===== config.mk =====
export PLATFORM = sky130hd
export DESIGN_NAME = arith_scheduler
export DESIGN_NICKNAME = d
export VERILOG_FILES = /design/src/rtl/arith_scheduler_pkg.sv /design/src/rtl/arith_scheduler_alu.sv /design/src/rtl/arith_scheduler_arb.sv /design/src/rtl/arith_scheduler.sv
export SDC_FILE = /design/constraint.sdc
export NUM_CORES = 1
export LEC_CHECK = 0
export ABC_AREA = 1
export BUFFER_PORTS_ARGS = -buffer_cell sky130_fd_sc_hd__buf_2
export CAP_MARGIN = 20
export CORE_MARGIN = 4
export CORE_UTILIZATION = 56
export DETAILED_ROUTE_END_ITERATION = 12
export PLACE_DENSITY = 0.94
export RECOVER_POWER = 100
export REMOVE_ABC_BUFFERS = 1
export SYNTH_ARGS = -nofsm -noshare
export SYNTH_HDL_FRONTEND = slang
export SYNTH_SLANG_ARGS = --single-unit
export TNS_END_PERCENT = 50

===== constraint.sdc =====
create_clock -name clk -period 4.54 [get_ports clk]
set_clock_uncertainty 0.05 [all_clocks]
set_input_delay 0.454 -clock clk [delete_from_list [all_inputs] [get_ports clk]]
set_output_delay 0.454 -clock clk [all_outputs]
set_load 0.005 [all_outputs]

===== src/rtl/arith_scheduler_pkg.sv =====
// Shared definitions for arith_scheduler: op codes, FSM states, requester count.
package arith_scheduler_pkg;

    localparam int NUM_REQ = 4;

    typedef enum logic [1:0] {
        OP_ADD = 2'b00,
        OP_SUB = 2'b01,
        OP_NEG = 2'b10,
        OP_INC = 2'b11
    } op_e;

    typedef enum logic [1:0] {
        IDLE   = 2'd0,
        SETTLE = 2'd1,
        RESP   = 2'd2
    } state_e;

    function automatic logic [1:0] onehot_to_idx(input logic [NUM_REQ-1:0] oh);
        logic [1:0] idx;
        idx = 2'd0;
        for (int i = 0; i < NUM_REQ; i++) begin
            if (oh[i]) idx = 2'(i);
        end
        return idx;
    endfunction

endpackage


===== src/rtl/arith_scheduler_alu.sv =====
// arith_unit32: 32-bit ripple add unit; S/C = X + Y + cin with op-selected operands.
module arith_unit32
    import arith_scheduler_pkg::*;
(
    input  logic [31:0] a_i,
    input  logic [31:0] b_i,
    input  logic [1:0]  op_i,
    output logic [31:0] s_o,
    output logic        c_o
);

    logic [31:0] x;
    logic [31:0] y;
    logic        cin;
    logic [32:0] sum;

    always_comb begin
        x   = 32'd0;
        y   = b_i;
        cin = 1'b1;
        case (op_i)
            OP_ADD: begin
                x   = a_i;
                cin = 1'b0;
            end
            OP_SUB: begin
                x = a_i;
                y = ~b_i;
            end
            OP_NEG:  y = ~b_i;
            default: ;
        endcase
        sum = {1'b0, x} + {1'b0, y} + {32'd0, cin};
    end

    assign s_o = sum[31:0];
    assign c_o = sum[32];

endmodule


===== src/rtl/arith_scheduler_arb.sv =====
// rr_arbiter4: first valid requester at or after the pointer wins (one-hot grant).
module rr_arbiter4
    import arith_scheduler_pkg::*;
(
    input  logic [NUM_REQ-1:0] valid_i,
    input  logic [1:0]         ptr_i,
    output logic [NUM_REQ-1:0] grant_o
);

    logic       found;
    logic [1:0] idx;

    always_comb begin
        grant_o = '0;
        found   = 1'b0;
        idx     = 2'd0;
        for (int i = 0; i < NUM_REQ; i++) begin
            idx = ptr_i + 2'(i);
            if (!found && valid_i[idx]) begin
                grant_o[idx] = 1'b1;
                found        = 1'b1;
            end
        end
    end

endmodule


===== src/rtl/arith_scheduler.sv =====
// Time-shares one arith_unit32 among four requesters. Define ARITH_SCHED_RR_EN
// for round-robin arbitration; otherwise fixed priority (requester 0 highest).
module arith_scheduler
    import arith_scheduler_pkg::*;
#(
    parameter int SETTLE_CYCLES = 4
) (
    input  logic         clk,
    input  logic         rst_n,
    input  logic [3:0]   req_valid,
    output logic [3:0]   req_ready,
    input  logic [127:0] req_a,
    input  logic [127:0] req_b,
    input  logic [7:0]   req_op,
    output logic [3:0]   rsp_valid,
    input  logic [3:0]   rsp_ready,
    output logic [31:0]  rsp_data,
    output logic         rsp_carry
);

    localparam logic [7:0] SETTLE_INIT = 8'(SETTLE_CYCLES);

    state_e      state_q, state_d;
    logic [7:0]  cnt_q, cnt_d;
    logic [1:0]  owner_q, owner_d;
    logic [31:0] a_q, a_d, b_q, b_d;
    logic [1:0]  op_q, op_d;
    logic [31:0] data_q, data_d;
    logic        carry_q, carry_d;
    logic [3:0]  grant;
    logic [1:0]  win_idx;
    logic [31:0] alu_s;
    logic        alu_c;
    logic        rsp_done;

    assign rsp_done = (state_q == RESP) && rsp_ready[owner_q];
    assign win_idx  = onehot_to_idx(grant);

`ifdef ARITH_SCHED_RR_EN
    logic [1:0] ptr_q, ptr_d;

    assign ptr_d = rsp_done ? owner_q + 2'd1 : ptr_q;

    always_ff @(posedge clk or negedge rst_n) begin
        if (!rst_n) ptr_q <= 2'd0;
        else        ptr_q <= ptr_d;
    end

    rr_arbiter4 u_arb (.valid_i(req_valid), .ptr_i(ptr_q), .grant_o(grant));
`else
    rr_arbiter4 u_arb (.valid_i(req_valid), .ptr_i(2'd0), .grant_o(grant));
`endif

    // Datapath sees only the latched operands so late request changes cannot disturb it.
    arith_unit32 u_alu (.a_i(a_q), .b_i(b_q), .op_i(op_q), .s_o(alu_s), .c_o(alu_c));

    always_ff @(posedge clk or negedge rst_n) begin
        if (!rst_n) begin
            state_q <= IDLE;
            cnt_q   <= 8'd0;
            owner_q <= 2'd0;
            a_q     <= 32'd0;
            b_q     <= 32'd0;
            op_q    <= 2'd0;
            data_q  <= 32'd0;
            carry_q <= 1'b0;
        end else begin
            state_q <= state_d;
            cnt_q   <= cnt_d;
            owner_q <= owner_d;
            a_q     <= a_d;
            b_q     <= b_d;
            op_q    <= op_d;
            data_q  <= data_d;
            carry_q <= carry_d;
        end
    end

    always_comb begin
        state_d = state_q;
        cnt_d   = cnt_q;
        owner_d = owner_q;
        a_d     = a_q;
        b_d     = b_q;
        op_d    = op_q;
        data_d  = data_q;
        carry_d = carry_q;
        case (state_q)
            IDLE: begin
                if (|req_valid) begin
                    owner_d = win_idx;
                    a_d     = req_a[{win_idx, 5'd0} +: 32];
                    b_d     = req_b[{win_idx, 5'd0} +: 32];
                    op_d    = req_op[{win_idx, 1'b0} +: 2];
                    cnt_d   = SETTLE_INIT;
                    state_d = SETTLE;
                end
            end
            SETTLE: begin
                cnt_d = cnt_q - 8'd1;
                if (cnt_q == 8'd1) begin
                    data_d  = alu_s;
                    carry_d = alu_c;
                    state_d = RESP;
                end
            end
            RESP: begin
                if (rsp_done) state_d = IDLE;
            end
            default: state_d = IDLE;
        endcase
    end

    // Gating with rst_n keeps req_ready low while reset is held even though the state is IDLE.
    always_comb begin
        req_ready = 4'd0;
        rsp_valid = 4'd0;
        if (state_q == IDLE && rst_n) req_ready = grant;
        if (state_q == RESP)          rsp_valid[owner_q] = 1'b1;
    end

    assign rsp_data  = data_q;
    assign rsp_carry = carry_q;

endmodule


==> results.txt <==
The most used flip-flop cell after synthesis is sky130_fd_sc_hd__dfrtp_1. The required time reported for the critical path endpoint came out at 4.73 ns. The clock slew seen by the registers of the worst setup and hold paths came out at 0.07 ns. Setup repair after global routing left no endpoint under its margin. TritonCTS built the clock tree. In this run, synthesis produced a sequential element count of 111. For this run, the total global-route usage over all layers was measured as 27.93%. The die covers 18,690 sq um. The portion of synthesized area spent on multiplexers is 0%. The H-tree depth reported by CTS is 3.

The total number of yosys warnings is 0. Along the worst path, the maximum fanout reaches 32. Before antenna repair, the detailed router went through 5 iterations. The clock net sink count is 111. The number of flops mapped to enable cells by yosys is 0.

The initial core utilization is 57.78%. The critical path buffer and inverter count came out at 5. The arrival time reported for the critical path endpoint is 3.84 ns. Entering global routing, the biggest net connects 133 pins. The power density normalized to cell area is 346.1 nW/um^2. The clock tree buffer depth is 2.

The most prevalent standard cell on the critical path is sky130_fd_sc_hd__inv_1. The die outline width is 136.7 um. The tree is rooted in a sky130_fd_sc_hd__clkbuf_16. The number of rows created at floorplan came out at 46. Post-CTS repair changed the size of 0 cells. After Yosys synthesis, XOR and XNOR cells account for 4.437% of the synthesized area. For this run, asynchronously set or reset flops after synthesis account for 100.0%.

The initial DRC count is 677. VDD sags by at most 0.2238 mV. The headroom to the max-slew limit is -44.52%. The post-synthesis cell count is 1,476. For this run, design rule violations remaining after detail routing come to 0. The kind of cell adding the most delay to the critical path is buffers and inverters. The worst-path cell with the longest stage delay is sky130_fd_sc_hd__clkbuf_1. The reported leakage power came out at 6.037 nW. The shortest period the worst path allows came out at 3.651 ns. The startpoint identified for the worst register-to-register timing path is cnt_q[1]. The routability-driven placement congestion ratio is 0.9284. The core area came out at 16,060 sq um.

The overall via count from detail_route is 10,168. By area, the combinational part of the netlist is dominated by simple AND/OR/NAND/NOR gates. Cells with a size suffix above 1 make up 17.82% of the layout. The count of pins over their slew limit is 203. The distinct cell type count after synthesis is 41.

The number of global-route vias before repair was 9,260. The synthesized netlist devotes 18.76% of its cell area to compound gates. The measured slew at the worst slew-check pin came out at 2.168 ns. Walking the worst path, the cells encountered are inv_1 > ha_1 > nor3b_1 > and3_1 > inv_1 > nor2_1 > clkbuf_1 > inv_1 > clkbuf_2 > nor2_1 > a21oi_1. The post-detailed-route via-to-cell ratio is 5.185. The final number of hold-violating endpoints came to 0. The basic-gate share of the synthesized area counting and, or, nand and nor cells came out at 28.05%. The sequential cells in the finished layout cover a total of 2778 sq um. The path class of the lowest-slack min-delay path is input port to asynchronous set/reset pin. The placed instances occupy a cell area of 10,830 sq um. The max-cap violation count is 3.

Power comes to 3.824 mW. The number of fillers in the final layout came out at 1,404. The mean routed wirelength per cell is 13.73 um. The number of setup buffers added after CTS is 0. The depth of the worst register-to-register path came out at 11. The placed wire-length estimate after detailed placement is 20,800 um. The number of hold buffers added after CTS was 0. The number of nets in the final layout is 2,051.

The signed area change from the synthesized netlist to the final layout came out at 19.08%. The die is 136.7 um tall. The sequential area share after synthesis is 29.94%.

The minimum setup slack among reg-to-reg paths came out at 0.89 ns. The run finished, with violations left. The final reports fail on capacitance limit, slew limit. The worst hold slack is 0.07954 ns.

The antenna diode instance count is 0. STA classifies the critical path endpoint as a flip-flop. The final non-filler cell area is 11,050 sq um. The number of antenna violations at the first check in global routing was 0.

The stage delay of the slowest cell on the critical path is 0.86 ns. The count of endpoints failing setup in the final report came out at 0. The multi-input combinational cell area came out at 5238 sq um.

In this run the critical register-to-register path is captured at rsp_carry. The first-pass GRT wire length is 42,480 um. The count of nets left with antenna violations once routing finished came out at 0. The start-to-end type of the worst setup path is flip-flop to flip-flop.

The worst setup path is launched from a flip-flop. The number of clock buffers added by TritonCTS is 9. The final critical path takes up 80.43% of the cycle.

The post-synthesis share of cell area spent on full adders, half adders and majority gates is 5.152%. The number of I/O pins came out at 315. The count of buffers inserted at the top-level ports is 314. The residual overflow from global routing is 0. The later pin in the worst-skew pair is clocked with a latency of 0.36 ns. The share of the core filled with cells in the final layout came out at 68.80%. The maximum frequency from static timing analysis is 0.2739 GHz. The mean instance size in the synthesized netlist came out at 6.286 sq um. The post-detailed-routing wire length is 26,920 um. The cell area that synthesis handed to floorplanning was 9278 sq um.
==> layout by cell type, fill, tap and decap left out, drive strengths merged, types with 3 or more instances in the layout <==
master	n
clkbuf	54
xnor2	14
nand2	283
nor3	9
o21bai	3
ha	35
xor2	33
nand4	6
clkinv	3
nand3b	3
nand3	54
dfrtp	111
inv	232
buf	282
a31oi	67
a21oi	27
nor2	290
o22ai	3
o21ai	220
==> state kept, by name, indices dropped and copies added (netlist names) <==
name	cells
a_q	32
b_q	32
rsp_data	32
cnt_q	8
op_q	2
owner_q	2
state_q	2
rsp_carry	1
==> layout make-up <==
class	instances	area share (%)
clock buffers	11	2.197
clock inverters	5	0.3058
inverters	232	7.905
multi-input cells	1061	47.41
flip-flops and latches	111	25.14
well taps	216	2.446
repair buffers	325	14.60
==> per-stage QoR <==
| stage | setup WS, ns | instances | TNS [ns] |
|---|---|---|---|
| after CTS | 1.327 | 1960 | 0 |
| after global placement | 1.431 | 1944 | 0 |
| after global routing | 0.6412 | 1961 | 0 |
| after detailed placement | 1.331 | 1944 | 0 |
| final | 0.8885 | 1961 | 0 |
| after floorplan | -1.987 | 1404 | -118.53 |
==> Yosys cell counts, types with 2 or more instances <==
cell,n,area (sq um)
sky130_fd_sc_hd__a21oi_1,27,135.1
sky130_fd_sc_hd__a31oi_1,67,419.2
sky130_fd_sc_hd__buf_2,25,125.1
sky130_fd_sc_hd__buf_6,5,56.30
sky130_fd_sc_hd__buf_8,3,45.04
sky130_fd_sc_hd__clkbuf_1,36,135.1
sky130_fd_sc_hd__dfrtp_1,111,2778
sky130_fd_sc_hd__fa_1,2,40.04
sky130_fd_sc_hd__ha_1,35,437.9
sky130_fd_sc_hd__inv_1,230,863.3
sky130_fd_sc_hd__nand2_1,281,1055
sky130_fd_sc_hd__nand3_1,53,265.3
sky130_fd_sc_hd__nand3b_1,3,22.52
sky130_fd_sc_hd__nand4_1,6,37.54
sky130_fd_sc_hd__nor2_1,289,1085
sky130_fd_sc_hd__nor3_1,9,45.04
sky130_fd_sc_hd__nor3b_1,2,15.01
sky130_fd_sc_hd__nor4_1,2,12.51
sky130_fd_sc_hd__o21ai_0,125,625.6
sky130_fd_sc_hd__o21ai_1,94,470.5
sky130_fd_sc_hd__o21bai_1,3,22.52
sky130_fd_sc_hd__o22ai_1,3,18.77
sky130_fd_sc_hd__or2_2,2,12.51
sky130_fd_sc_hd__xnor2_1,14,122.6
sky130_fd_sc_hd__xor2_1,33,289.0
==> how the worst max path moves through the flow <==
stage | startpoint | to | slack, ns | cells past startpoint
final | cnt_q[1] | rsp_carry | 0.89 | 11
after detailed placement | op_q[0] | rsp_data[16] | 1.33 | 15
after global placement | op_q[0] | rsp_data[16] | 1.43 | 15
after CTS | op_q[0] | rsp_data[16] | 1.33 | 15
after floorplan | state_q[0] | cnt_q[4] | -1.99 | 6
after global routing | cnt_q[1] | rsp_data[11] | 0.64 | 11
==> logic make-up after synthesis <==
family / Yosys count
compound gates: 325
xor+xnor: 47
fa+ha+maj: 37
buf+inv: 304
flops: 111
simple gates: 652
==> power by group <==
part           leakage, nW  total (mW)  internal [mW]  switching (mW)
combinational         4.54        1.95          0.715            1.23
sequential            1.37        1.12           1.06          0.0523
clock                0.132       0.758          0.387           0.371
total                 6.04        3.82           2.17            1.66
==> routing by layer <==
| metal | vias to the layer above | track usage, % | wire (um) |
|---|---|---|---|
| met4 | 0 | 9.351 | 580 |
| met5 | - | 0 | 0 |
| met3 | 42 | 3.676 | 1809 |
| met1 | 4558 | 36.32 | 11610 |
| met2 | 352 | 48.08 | 12920 |
| li1 | 5216 | - | - |
No activity file was read; power rests on OpenSTA's default activity.
